$ cat src/rtl/alu_seq_pkg.sv
`default_nettype none
// ============================================================================
// Module   : alu_seq_pkg
// Purpose  : Opcodes, FSM state encodings and flag helper for alu_seq.
// Revision : 1.0
// ============================================================================
package alu_seq_pkg;

  localparam logic [2:0] OP_ADD  = 3'b000;
  localparam logic [2:0] OP_AND  = 3'b001;
  localparam logic [2:0] OP_NOT  = 3'b010;
  localparam logic [2:0] OP_ZERO = 3'b011;
  localparam logic [2:0] OP_SUB  = 3'b100;
  localparam logic [2:0] OP_XOR  = 3'b101;
  localparam logic [2:0] OP_SHL  = 3'b110;
  localparam logic [2:0] OP_MUL  = 3'b111;

  typedef enum logic [1:0] {
    ST_IDLE     = 2'd0,
    ST_MUL_BUSY = 2'd1,
    ST_DONE     = 2'd2
  } alu_state_t;

  // Returns {N, Z, P} for a zero-extended value whose sign bit sits at width-1.
  function automatic logic [2:0] alu_flags(input logic [31:0] value,
                                           input int unsigned width);
    logic n;
    logic z;
    n = value[5'(width - 1)];
    z = (value == 32'd0);
    return {n, z, !n && !z};
  endfunction

endpackage
`default_nettype wire

$ cat src/rtl/alu_mul_seq.sv
`default_nettype none
// ============================================================================
// Module   : alu_mul_seq
// Purpose  : Shift-add unsigned multiplier, one partial product per cycle.
//            Built only when ALU_SEQ_MUL_EN is defined.
// Revision : 1.0
// ============================================================================
`ifdef ALU_SEQ_MUL_EN
module alu_mul_seq #(
  parameter int DATA_SIZE = 16,
  parameter int CNT_W     = $clog2(DATA_SIZE) + 1
) (
  input  logic                   CLK,
  input  logic                   RST_N,
  input  logic                   start,
  input  logic [DATA_SIZE-1:0]   A,
  input  logic [DATA_SIZE-1:0]   B,
  output logic                   busy,
  output logic                   done,
  output logic [2*DATA_SIZE-1:0] product
);

  localparam logic [CNT_W-1:0] c_last_step = CNT_W'(DATA_SIZE - 1);

  logic [2*DATA_SIZE-1:0] r_mcand;
  logic [2*DATA_SIZE-1:0] r_acc;
  logic [DATA_SIZE-1:0]   r_mplier;
  logic [CNT_W-1:0]       r_cnt;
  logic                   r_busy;
  logic                   r_done;

  always_ff @(posedge CLK or negedge RST_N) begin
    if (!RST_N) begin
      r_mcand  <= '0;
      r_acc    <= '0;
      r_mplier <= '0;
      r_cnt    <= '0;
      r_busy   <= 1'b0;
      r_done   <= 1'b0;
    end else begin
      r_done <= 1'b0;
      if (start) begin
        r_mcand  <= {{DATA_SIZE{1'b0}}, A};
        r_mplier <= B;
        r_acc    <= '0;
        r_cnt    <= '0;
        r_busy   <= 1'b1;
      end else if (r_busy) begin
        if (r_mplier[0]) begin
          r_acc <= r_acc + r_mcand;
        end
        r_mcand  <= r_mcand << 1;
        r_mplier <= r_mplier >> 1;
        r_cnt    <= r_cnt + 1'b1;
        // The final partial product lands on the same edge that raises done.
        if (r_cnt == c_last_step) begin
          r_busy <= 1'b0;
          r_done <= 1'b1;
        end
      end
    end
  end

  assign busy    = r_busy;
  assign done    = r_done;
  assign product = r_acc;

endmodule
`endif
`default_nettype wire

$ cat src/rtl/alu_seq.sv
`default_nettype none
// ============================================================================
// Module   : alu_seq
// Purpose  : 8-op registered ALU with valid/ready handshake and N/Z/P, carry,
//            overflow flags. Define ALU_SEQ_MUL_EN to build the multi-cycle
//            multiplier for opcode 111 (otherwise it behaves like ZERO).
// Revision : 1.0
// ============================================================================
module alu_seq
  import alu_seq_pkg::*;
#(
  parameter int DATA_SIZE = 16,
  parameter int CNT_W     = $clog2(DATA_SIZE) + 1
) (
  input  logic                 CLK,
  input  logic                 RST_N,
  input  logic                 IN_VALID,
  output logic                 IN_READY,
  input  logic [2:0]           ALUK,
  input  logic [DATA_SIZE-1:0] OP_A,
  input  logic [DATA_SIZE-1:0] OP_B,
  output logic                 OUT_VALID,
  input  logic                 OUT_READY,
  output logic [DATA_SIZE-1:0] Y,
  output logic                 CYO,
  output logic                 OVF,
  output logic                 N,
  output logic                 Z,
  output logic                 P
);

  localparam int c_msb = DATA_SIZE - 1;

  alu_state_t             r_state;
  logic [DATA_SIZE-1:0]   r_y;
  logic                   r_cyo;
  logic                   r_ovf;
  logic                   r_n;
  logic                   r_z;
  logic                   r_p;
  logic                   r_out_valid;

  logic                   w_accept;
  logic                   w_is_mul;
  logic                   w_engine_free;
  logic [DATA_SIZE:0]     w_add;
  logic [DATA_SIZE:0]     w_sub;
  logic [2*DATA_SIZE-1:0] w_shl;
  logic [DATA_SIZE-1:0]   w_y;
  logic                   w_cyo;
  logic                   w_ovf;
  logic [2:0]             w_nzp;

`ifdef ALU_SEQ_MUL_EN
  logic                   w_mul_start;
  logic                   w_mul_busy;
  logic                   w_mul_done;
  logic [2*DATA_SIZE-1:0] w_product;
  logic [2:0]             w_mul_nzp;

  assign w_is_mul    = (ALUK == OP_MUL);
  assign w_mul_start = w_accept && w_is_mul;

  alu_mul_seq #(
    .DATA_SIZE (DATA_SIZE),
    .CNT_W     (CNT_W)
  ) u_mul (
    .CLK     (CLK),
    .RST_N   (RST_N),
    .start   (w_mul_start),
    .A       (OP_A),
    .B       (OP_B),
    .busy    (w_mul_busy),
    .done    (w_mul_done),
    .product (w_product)
  );

  assign w_engine_free = !w_mul_busy;
  assign w_mul_nzp     = alu_flags(32'(w_product[DATA_SIZE-1:0]), DATA_SIZE);
`else
  assign w_is_mul      = 1'b0;
  assign w_engine_free = 1'b1;
`endif

  // A held result frees the input side in the same cycle it is consumed.
  assign IN_READY = w_engine_free &&
                    ((r_state == ST_IDLE) || ((r_state == ST_DONE) && OUT_READY));
  assign w_accept = IN_VALID && IN_READY;

  assign w_add = {1'b0, OP_A} + {1'b0, OP_B};
  assign w_sub = {1'b0, OP_A} + {1'b0, ~OP_B} + {{DATA_SIZE{1'b0}}, 1'b1};
  // Bit DATA_SIZE of the widened shift is the last bit pushed out of A.
  assign w_shl = {{DATA_SIZE{1'b0}}, OP_A} << OP_B[CNT_W-2:0];

  always_comb begin
    w_y   = '0;
    w_cyo = 1'b0;
    w_ovf = 1'b0;
    case (ALUK)
      OP_ADD: begin
        w_y   = w_add[DATA_SIZE-1:0];
        w_cyo = w_add[DATA_SIZE];
        w_ovf = (OP_A[c_msb] == OP_B[c_msb]) && (w_add[c_msb] != OP_A[c_msb]);
      end
      OP_AND: w_y = OP_A & OP_B;
      OP_NOT: w_y = ~OP_A;
      OP_SUB: begin
        w_y   = w_sub[DATA_SIZE-1:0];
        w_cyo = w_sub[DATA_SIZE];
        w_ovf = (OP_A[c_msb] != OP_B[c_msb]) && (w_sub[c_msb] != OP_A[c_msb]);
      end
      OP_XOR: w_y = OP_A ^ OP_B;
      OP_SHL: begin
        w_y   = w_shl[DATA_SIZE-1:0];
        w_cyo = w_shl[DATA_SIZE];
      end
      default: w_y = '0;
    endcase
  end

  assign w_nzp = alu_flags(32'(w_y), DATA_SIZE);

  always_ff @(posedge CLK or negedge RST_N) begin
    if (!RST_N) begin
      r_state     <= ST_IDLE;
      r_y         <= '0;
      r_cyo       <= 1'b0;
      r_ovf       <= 1'b0;
      r_n         <= 1'b0;
      r_z         <= 1'b0;
      r_p         <= 1'b0;
      r_out_valid <= 1'b0;
    end else begin
      case (r_state)
        ST_IDLE, ST_DONE: begin
          if (w_accept) begin
            if (w_is_mul) begin
              r_out_valid <= 1'b0;
              r_state     <= ST_MUL_BUSY;
            end else begin
              r_y                <= w_y;
              r_cyo              <= w_cyo;
              r_ovf              <= w_ovf;
              {r_n, r_z, r_p}    <= w_nzp;
              r_out_valid        <= 1'b1;
              r_state            <= ST_DONE;
            end
          end else if ((r_state == ST_DONE) && OUT_READY) begin
            r_out_valid <= 1'b0;
            r_state     <= ST_IDLE;
          end
        end
`ifdef ALU_SEQ_MUL_EN
        ST_MUL_BUSY: begin
          if (w_mul_done) begin
            r_y             <= w_product[DATA_SIZE-1:0];
            r_cyo           <= |w_product[2*DATA_SIZE-1:DATA_SIZE];
            r_ovf           <= 1'b0;
            {r_n, r_z, r_p} <= w_mul_nzp;
            r_out_valid     <= 1'b1;
            r_state         <= ST_DONE;
          end
        end
`endif
        default: r_state <= ST_IDLE;
      endcase
    end
  end

  assign OUT_VALID = r_out_valid;
  assign Y         = r_y;
  assign CYO       = r_cyo;
  assign OVF       = r_ovf;
  assign N         = r_n;
  assign Z         = r_z;
  assign P         = r_p;

endmodule
`default_nettype wire

$ cat config.mk
export PLATFORM = sky130hd
export DESIGN_NAME = alu_seq
export DESIGN_NICKNAME = d
export VERILOG_FILES = /design/src/rtl/alu_seq_pkg.sv /design/src/rtl/alu_mul_seq.sv /design/src/rtl/alu_seq.sv
export SDC_FILE = /design/constraint.sdc
export NUM_CORES = 1
export LEC_CHECK = 0
export CAP_MARGIN = 20
export CORE_MARGIN = 4
export CORE_UTILIZATION = 40
export DETAILED_ROUTE_END_ITERATION = 12
export PLACE_DENSITY = 0.64
export RECOVER_POWER = 50
export SYNTH_ARGS = -nofsm -noshare
export SYNTH_HDL_FRONTEND = slang
export SYNTH_SLANG_ARGS = --single-unit
$ cat constraint.sdc
create_clock -name CLK -period 1.5 [get_ports CLK]
set_input_delay 0.3 -clock CLK [delete_from_list [all_inputs] [get_ports CLK]]
set_output_delay 0.3 -clock CLK [all_outputs]
set_load 0.01 [all_outputs]
==> results.ini, run 1 <==
[outcome]
outcome=finished, violations left
violations=negative setup slack

[clocking]
clkTransAtPathRegs_ns=0.08
htreeDepth=1
clkLatencyLatePin_ns=0.27
cts_tree=done
numCtsBuffers=3
cts_buffer_depth=2
clock-sinks=21
cts_root_buf=clkbuf_8

[worst_setup_path]
cpMostUsedCell=buf_4
crit_chain=buf_8, inv_4, ha_4, inv_2, fa_2, buf_4, buf_4, xor2_1, a21oi_1, o22a_1, nand3_1, nor4_2, nand4_1, nor4_4, a22o_1
crit_cells=15
worstPathRequired_ns=1.71
r2r-end=Y[15]
rrSetupSlack_ns=-0.29
r2r_cells=7
cpPeakStageDelay_ns=0.37
worst-path-buf-inv=5
worstPathMaxFanout=3
worstSetupPathType=in2reg
arrival_ns=3.01
critical-path-slowest-cell=fa_2
critPathLaunchType=primary input
r2r-start=OUT_VALID
crit_family=simple AND/OR/NAND/NOR gates
end_kind=register

[die]
fp.dieH_microns=109.0
die_w_microns=109.0
core.rowCount=36
dieArea_sq_um=11890
start_util=0.4139
core_sq_um=9864
io_pins=62

[synth]
synth-edff-count=0
ys_async_sr_fraction=1.000
synth_cell_type_count=75
synth_ff_type=dfrtp_1
synth-seq-cells=21
yosys_warnings=0
ys_seq_area_frac=0.1287
syn-instance-count=543
syn_avg_cell_area_sq_um=7.519
synth_area_sq_um=4083
synth_nets=618

[global_routing]
antenna_found_initial=0
grt_pass1_vias=5812
grt-ovfl-total=0
grt_max_degree=29
grt_pass1_wl_mm=30.39
grt_usage=0.3302

[power_and_ir_drop]
p_int_uw=2489
clockPowerShare=0.091
peakVddDrop_uv=460.8
power_frac_seq=0.171
sw_frac_of_total=0.4092
p_comb_frac=0.739
power_switching_uw=1724
leakage_uw=0.003417
power.density_nw_per_um2=550.4
power_uw=4213

[sta]
finalSetupViolations=20
skew_ns=0.006281
min_period_ns=2.802
slew_violations=0
worst_slack_ns=-1.302
fmax_ghz=0.3569
period_share=1.868
slew_headroom=0.6199
rsz0062_at_grt=yes
finalHoldViolCount=0
worst_slew_pin_slew_ns=0.5625

[route]
via_count=5649
viasPerCell=5.946
drt_iter0_drc=355
wl_per_cell_microns=21.15
remaining_drc_errors=0
ant_nets=0
routed_wl_mm=20.10
drt_pass1_iterations=5

[min_path]
hold_class=reg2reg
hold_path_end=Y[14]
hold_depth=2
hp-start=Y[14]

[layout]
areaGrowthSynthToFinish_pct=87.50
nNetsFinal=893
design_area_sq_um=7655
num_antenna_cells=0
seqCellArea_sq_um=525.5
multi_input_area_sq_um=4225
drive_above_1_share=0.5300
fill_cells=687
post-route-util=0.7760

[placed_design]
io_buffers=61
hpwl_mm=15.00
dpl-instance-area_sq_um=6540
gp_congestion=0.9954

[flow_run]
max_cap_violations=0

==> layout by cell type, fill, tap and decap left out, types with 5 or more instances in the layout <==
cell type        netlist  layout
a211o_1                5       5
a211oi_1              12       5
a21o_1                 5       5
a21oi_1               40      27
a21oi_2                0      10
buf_2                  5      10
buf_4                  1     220
buf_6                  1      28
buf_8                  0       5
clkdlybuf4s50_1        0      22
dfrtp_1               21      21
dlygate4sd2_1          0       9
dlymetal6s2s_1         0       8
ha_1                  34      14
ha_4                   0      17
inv_1                 28      19
inv_2                  1       6
mux2_2                16      11
mux2_4                 0       5
mux2i_1               21      18
mux4_2                 9       9
nand2_1               42      40
nand2b_1              12      10
nand3_1               12      10
nand4_1                6       6
nor2_1                56      50
nor2b_1               10       6
nor3_1                13       7
nor3_2                 1       5
nor4_2                 1       5
o211ai_1              10      10
o21ai_0               28       9
o21ai_1                1      14
o21ai_2                0       5
o22ai_1                7       5
or3_1                  8       6
xnor2_1                7       5
==> synth_stat cells (10+ instances only) <==
| cell | count | share of area |
|---|---|---|
| a211oi_1 | 12 | 0.022 |
| a21oi_1 | 40 | 0.049 |
| clkbuf_1 | 30 | 0.028 |
| dfrtp_1 | 21 | 0.13 |
| ha_1 | 34 | 0.10 |
| inv_1 | 28 | 0.026 |
| mux2_2 | 16 | 0.044 |
| mux2i_1 | 21 | 0.051 |
| nand2_1 | 42 | 0.039 |
| nand2b_1 | 12 | 0.018 |
| nand3_1 | 12 | 0.015 |
| nor2_1 | 56 | 0.051 |
| nor2b_1 | 10 | 0.015 |
| nor3_1 | 13 | 0.016 |
| o211ai_1 | 10 | 0.018 |
| o21ai_0 | 28 | 0.034 |
==> cell type report <==
type                            count  area share
Sequential cell                    21     0.06865
Clock buffer                        4    0.005884
Tap cell                          133     0.02174
Timing Repair Buffer              309      0.3349
Multi-Input combinational cell    453      0.5520
Inverter                           30     0.01684
==> power by group through the flow <==
stage | sequential, uW | combinational, uW | clock (uW)
after floorplan | 775 | 1170 | 0
after global placement | 722 | 2470 | 0
after detailed placement | 729 | 2510 | 0
after CTS | 719 | 2910 | 389
after global routing | 733 | 3300 | 412
final | 719 | 3110 | 382
==> routing by layer <==
metal  vias to the layer above  GRT usage  wire (microns)
met5                         -          0               0
li1                       2589          -               -
met1                      2688     0.3901            7641
met3                        94    0.05092            1323
met4                         0     0.1993            1429
met2                       278     0.5610            9703
==> worst reg2reg max path, stage by stage, from the launching register on <==
cell and delay [ns]:
dfrtp_1 0.42, nand2b_4 0.09, nand2_1 0.08, or4_1 0.54
a31oi_2 0.21, o311a_4 0.24, buf_6 0.09, nor2_4 0.02
==> logic make-up (layout without fill, tap and decap cells) <==
| logic type | Yosys count | count (layout) | synth area share |
|---|---|---|---|
| xor+xnor | 9 | 9 | 0.01931 |
| flops | 21 | 21 | 0.1287 |
| simple gates | 195 | 195 | 0.2467 |
| mux | 47 | 47 | 0.1480 |
| fa+ha+maj | 36 | 36 | 0.1140 |
| compound gates | 166 | 166 | 0.2755 |
| buf+inv | 69 | 343 | 0.06773 |
==> repair_timing <==
action | CTS | global route
hold buffers | 0 | 0
endpoints found under the setup margin | 21 | 28
pin swaps | 62 | 44
setup buffers | 35 | 13
cloned | 1 | 0
resized for setup | 235 | 60
==> state kept, by name, summed over array words and instances, names as in the netlist <==
signal and flops:
CYO 1, OVF 1, P 1, Z 1
OUT_VALID 1, Y 16
==> how the worst max path moves through the flow <==
stage	start	to	slack, ns
6_report	OP_A[0]	Z	-1.30
5_1_grt	OP_B[0]	Z	-1.39
4_1_cts	OP_A[0]	Z	-1.37
3_5_place_dp	OP_B[0]	Z	-2.08
3_3_place_gp	OP_B[0]	Z	-2.00
2_1_floorplan	OP_B[1]	Z	-1.13
==> per-stage QoR <==
step	hold WS (ns)	cells	setup slack, ns	setup TNS [ns]
6_report	0.4825	950	-1.302	-16.97
2_1_floorplan	0.004409	543	-1.129	-13.95
4_1_cts	0.3850	946	-1.370	-16.66
3_3_place_gp	0.4670	909	-2.004	-30.90
3_5_place_dp	0.4705	909	-2.083	-32.01
5_1_grt	0.5175	950	-1.394	-18.24
Power figures use the tool's default switching activity.
==> run 2, diff against run 1 <==
Settings changed: PLACE_DENSITY 0.64 to 0.62.
Clock period 1.5 ns to 3.3 ns, I/O delays scaled along.
==> run 2 against run 1 <==
  * The run now ends clean
  * Sequential power down 55%
  * Die area did not move
  * Clock skew is 0.0010 ns lower
  * Design area decreased by 8.0%
  * Critical path depth down 4
  * Register-to-register slack improved by 1.8 ns
  * Routed wire length shrank 9.1%
  * Critical path type unchanged
  * Largest power group unchanged
==> results.ini, run 2 (synthesized netlist as in run 1, its figures left out) <==
[clocking]
clkLatencyLatePin_ns=0.26  ; was 0.27 ns
cts_tree=done  ; unchanged
htreeDepth=1  ; unchanged
numCtsBuffers=3  ; unchanged
cts_buffer_depth=2  ; unchanged
clkTransAtPathRegs_ns=0.08  ; about the same
cts_root_buf=clkbuf_8  ; unchanged
clock-sinks=21  ; unchanged

[route]
drt_pass1_iterations=4  ; was 5
via_count=5356  ; was 5649
wl_per_cell_microns=19.83  ; was 21.15 microns
routed_wl_mm=18.27  ; was 20.10 mm
viasPerCell=5.815  ; was 5.946
drt_iter0_drc=408  ; was 355
remaining_drc_errors=0  ; unchanged
ant_nets=0  ; unchanged

[global_routing]
grt_pass1_vias=5247  ; was 5812
grt_usage=0.2997  ; was 0.3302
antenna_found_initial=0  ; unchanged
grt_max_degree=29  ; unchanged
grt_pass1_wl_mm=27.71  ; was 30.39 mm
grt-ovfl-total=0  ; unchanged

[worst_setup_path]
crit_chain=dlygate4sd2_1, buf_4, mux2_1, mux4_2, and2_4, nor3_2, a2111oi_4, a311oi_2, o211ai_1, nor4_4, a22o_1  ; was buf_8, inv_4, ha_4, inv_2, fa_2, buf_4, buf_4, xor2_1, a21oi_1, o22a_1, nand3_1, nor4_2, nand4_1, nor4_4, a22o_1
critPathLaunchType=primary input  ; unchanged
cp-endpoint=Z  ; unchanged
critical-path-slowest-cell=mux4_2  ; was fa_2
cpPeakStageDelay_ns=0.48  ; was 0.37 ns
end_kind=register  ; unchanged
r2r_cells=6  ; was 7
worstPathRequired_ns=3.51  ; was 1.71 ns
worstPathMaxFanout=5  ; was 3
r2r-end=P  ; was Y[15]
worstSetupStartpoint=OP_A[5]  ; was OP_A[0]
r2r-start=OUT_VALID  ; unchanged
arrival_ns=3.44  ; was 3.01 ns
rrSetupSlack_ns=1.48  ; was -0.29 ns
worstSetupPathType=in2reg  ; unchanged

[layout]
post-route-util=0.7139  ; was 0.7760
largest_reg_flops=16  ; unchanged
nNetsFinal=864  ; was 893
areaGrowthSynthToFinish_pct=72.48  ; was 87.50%
num_antenna_cells=0  ; unchanged
drive_above_1_share=0.4442  ; was 0.5300
final_cell_mix=buf_4, nor2_1, nand2_1  ; unchanged
layout_commonest_cell=buf_4  ; unchanged

[sta]
finalHoldViolCount=0  ; unchanged
min_period_ns=3.230
rsz0062_at_grt=yes  ; unchanged
worst_slew_pin_slew_ns=0.7311  ; was 0.5625 ns
fmax_ghz=0.3096
hold_slack_ns=0.4825  ; about the same
period_share=0.9786
skew_ns=0.005265  ; was 0.006281 ns
slew_headroom=0.5126  ; was 0.6199
finalSetupViolations=0  ; was 20
slew_violations=0  ; unchanged

[die]
core.rowCount=36  ; unchanged
fp.dieH_microns=109.0  ; unchanged
core_sq_um=9864  ; unchanged
io_pins=62  ; unchanged
dieArea_sq_um=11890  ; unchanged
die_w_microns=109.0  ; unchanged
start_util=0.4139  ; unchanged

[power_and_ir_drop]
leakage_uw=0.003169  ; was 0.003417 uW
power.density_nw_per_um2=248.9  ; was 550.4 nW/um^2
peakVddDrop_uv=272.4  ; was 460.8 uV

[placed_design]
io_buffers=61  ; unchanged
hpwl_mm=14.37  ; was 15.00 mm
gp_congestion=0.9567  ; was 0.9954

[min_path]
hold_class=reg2reg  ; unchanged
hp-start=Y[1]  ; was Y[14]

[outcome]
outcome=completed  ; was finished, violations left

[flow_run]
max_cap_violations=0  ; unchanged

-- run 2: worst min-delay path by stage --
stage | endpoint | slack, ns | cells past startpoint
4_1_cts | OVF | 0.49 | 2
3_3_place_gp | Y[2] | 0.47 | 1
5_1_grt | Y[0] | 0.52 | 2
3_5_place_dp | OVF | 0.47 | 2
6_report | Y[1] | 0.48 | 2
2_1_floorplan | CYO | 0.36 | 0
-- run 2: report_power, final --
part,switching (uW),internal (uW),total (uW)
clock,86.0,84.2,170
combinational,600,657,1260
sequential,22.8,303,325
-- run 2: per-stage QoR --
stage                     cell area (sq um)  total power, uW  setup slack [ns]  instances  setup TNS [ns]
after detailed placement               6200             1409           -0.6658        893          -5.008
after floorplan                        4103            828.1          0.002980        543               0
after global placement                 6200             1396           -0.5771        893          -4.370
after CTS                              6574             1660          -0.01061        906        -0.01061
after global routing                   7042             1864          -0.04502        921        -0.07284
final                                  7042             1753           0.07049        921               0
-- run 2: timing repair --
item,in CTS,in global routing
endpoints found under the setup margin,8,7
setup buffers,9,13
cloned,0,1
gates resized for setup,67,102
pin swaps,25,45
hold buffers,0,0
-- run 2: layout make-up --
cell class | instances | area (sq um)
Fill cell | 815 | 2823
Tap cell | 133 | 166.4
Multi-Input combinational cell | 453 | 3864
Inverter | 30 | 117.6
Timing Repair Buffer | 280 | 2322
Clock inverter | 1 | 5.005
Sequential cell | 21 | 525.5
Clock buffer | 3 | 41.29
-- run 2: layer usage --
layer,share of wire,global-route usage,vias up
met1,0.40,0.3752,2549
met3,0.069,0.03671,42
li1,-,-,2530
met2,0.49,0.5145,235
met5,0,0,-
met4,0.045,0.1317,0
-- run 2: critical path, delay by kind of cell --
| kind | cells | cell delay, ns |
|---|---|---|
| and+or+nand+nor | 3 | 0.71 |
| buffers and inverters | 2 | 0.47 |
| AOI/OAI and AO/OA | 4 | 0.78 |
| muxes | 2 | 0.80 |
==> run 3, diff against run 2 <==
Settings changed: CORE_ASPECT_RATIO set to 1.1.
Clock period 3.3 ns to 4.16 ns, I/O delays scaled along.
==> run 3 against run 2 <==
  * Sequential power decreased by 21%
  * Global-route usage fell by 3.8 points
  * Die area hardly changed
  * Largest power group unchanged
  * Clock power decreased by 22%
  * Final cell count fell by 16%
  * Combinational power shrank 41%
==> results.ini, run 3 (synthesized netlist as in run 1, its figures left out) <==
[layout]
fill_cells=986  ; was 815
areaGrowthSynthToFinish_pct=31.78  ; was 72.48%
drive_above_1_share=0.1939  ; was 0.4442
nNetsFinal=731  ; was 864
finalNonFillerCells=775  ; was 921
design_area_sq_um=5380  ; was 7042 sq um
layout_commonest_cell=buf_4  ; unchanged
final_cell_mix=buf_4, nor2_1, clkdlybuf4s50_1  ; was buf_4, nor2_1, nand2_1
post-route-util=0.5414  ; was 0.7139
num_antenna_cells=0  ; unchanged
largest_reg_flops=16  ; unchanged

[route]
wl_per_cell_microns=20.44  ; was 19.83 microns
routed_wl_mm=15.84  ; was 18.27 mm
viasPerCell=6.200  ; was 5.815
drt_pass1_iterations=5  ; was 4
via_count=4805  ; was 5356
remaining_drc_errors=0  ; unchanged
drt_iter0_drc=335  ; was 408
ant_nets=0  ; unchanged

[sta]
period_share=0.9555
slew_violations=0  ; unchanged
slew_headroom=0.4045  ; was 0.5126
worst_slew_pin_slew_ns=0.8904  ; was 0.7311 ns
finalSetupViolations=0  ; unchanged
min_period_ns=3.975
skew_ns=0.0004853  ; was 0.005265 ns
rsz0062_at_grt=no  ; was yes
finalHoldViolCount=0  ; unchanged
fmax_ghz=0.2516

[flow_run]
max_cap_violations=0  ; unchanged

[placed_design]
gp_congestion=1.011  ; was 0.9567
hpwl_mm=13.19  ; was 14.37 mm
numPlacedInstances=771  ; was 893
dpl-instance-area_sq_um=5325  ; was 6200 sq um
io_buffers=61  ; unchanged

[clocking]
ctsHoldBuffers=0  ; unchanged
cts_setup_buffers=0  ; was 9
cts_tree=done  ; unchanged
clkLatencyLatePin_ns=0.26  ; about the same
htreeDepth=1  ; unchanged
cts_root_buf=clkbuf_8  ; unchanged
clock-sinks=21  ; unchanged
cts_buffer_depth=2  ; unchanged
numCtsBuffers=3  ; unchanged
clkTransAtPathRegs_ns=0.07  ; was 0.08 ns

[global_routing]
grt_max_degree=30  ; was 29
grt_usage=0.2621  ; was 0.2997
grt_pass1_wl_mm=25.16  ; was 27.71 mm
grt_pass1_vias=4633  ; was 5247
grt-ovfl-total=0  ; unchanged
antenna_found_initial=0  ; unchanged

[min_path]
hold_class=reg2reg  ; unchanged

[worst_setup_path]
worstPathRequired_ns=4.36  ; was 3.51 ns
end_kind=register  ; unchanged
critPathLaunchType=primary input  ; unchanged
worstSetupPathType=in2reg  ; unchanged
worstPathMaxFanout=23  ; was 5
arrival_ns=4.17  ; was 3.44 ns

[die]
core.rowCount=38  ; was 36
start_util=0.4109  ; was 0.4139
core_sq_um=9937  ; was 9864 sq um
dieArea_sq_um=11890  ; about the same
die_w_microns=104.3  ; was 109.0 microns
io_pins=62  ; unchanged
fp.dieH_microns=114.0  ; was 109.0 microns

[outcome]
outcome=completed  ; unchanged

[power_and_ir_drop]
peakVddDrop_uv=120.0  ; was 272.4 uV
power.density_nw_per_um2=209.5  ; was 248.9 nW/um^2
leakage_uw=0.002325  ; was 0.003169 uW

## run 3: final timing paths
kind                            startpoint   endpoint  slack, ns  cells after the start
max in group asynchronous            RST_N  OUT_VALID       2.48                      1
worst min register to register       Y[14]      Y[14]       0.48                      2
worst max-delay path               OP_B[0]          Z       0.19                     11
worst min-delay path                 Y[14]      Y[14]       0.48                      2
min in group asynchronous            RST_N       Y[1]       1.14                      1
worst max register to register   OUT_VALID          Z       2.14                      7
## run 3: final cells by class
class                           count  area (sq um)  area share
Multi-Input combinational cell    453          3287      0.6109
Tap cell                          120         150.1     0.02791
Sequential cell                    21         525.5     0.09767
Clock buffer                        4         45.04    0.008372
Inverter                           30         112.6     0.02093
Timing Repair Buffer              147          1260      0.2342
## run 3: per-stage QoR
stage / hold slack, ns / setup TNS, ns / worst slack [ns] / power [uW]
final: 0.4791 / 0 / 0.1853 / 1127
after global routing: 0.5145 / 0 / 0.01670 / 1201
after CTS: 0.4914 / 0 / 0.1245 / 1133
after detailed placement: 0.4745 / -0.7036 / -0.3343 / 995.2
after global placement: 0.4609 / -0.4096 / -0.2097 / 987.4
after floorplan: 0.5162 / 0 / 0.3569 / 653.3
## run 3: what timing repair did
item                                    in CTS  in global routing
endpoints found under the setup margin       2                  2
hold endpoints to repair                     0                  0
gates resized for setup                      1                  2
pin swaps                                    0                  2
## run 3: metal layers
| layer | up-vias | track usage | wire length, microns |
|---|---|---|---|
| met5 | - | 0 | 0 |
| li1 | 2274 | - | - |
| met1 | 2268 | 0.3524 | 6857 |
| met3 | 36 | 0.02377 | 1128 |
| met4 | 0 | 0.08333 | 465 |
| met2 | 227 | 0.4457 | 7391 |
## run 3: worst max-delay path: stages
cell and delay, ns:
clkdlybuf4s50_1 0.54, buf_6 0.28, mux2_2 0.38, mux4_2 0.47, and2_4 0.19, nor4_4 0.23, a22oi_1 0.13, a311oi_1 0.43
o211ai_1 0.17, nor4_2 0.34, a22o_1 0.17
## run 3: power by group
part	internal, uW	switching [uW]	total (uW)
clock network	68.2	63.8	132
registers	240	17.7	258
logic	354	384	738
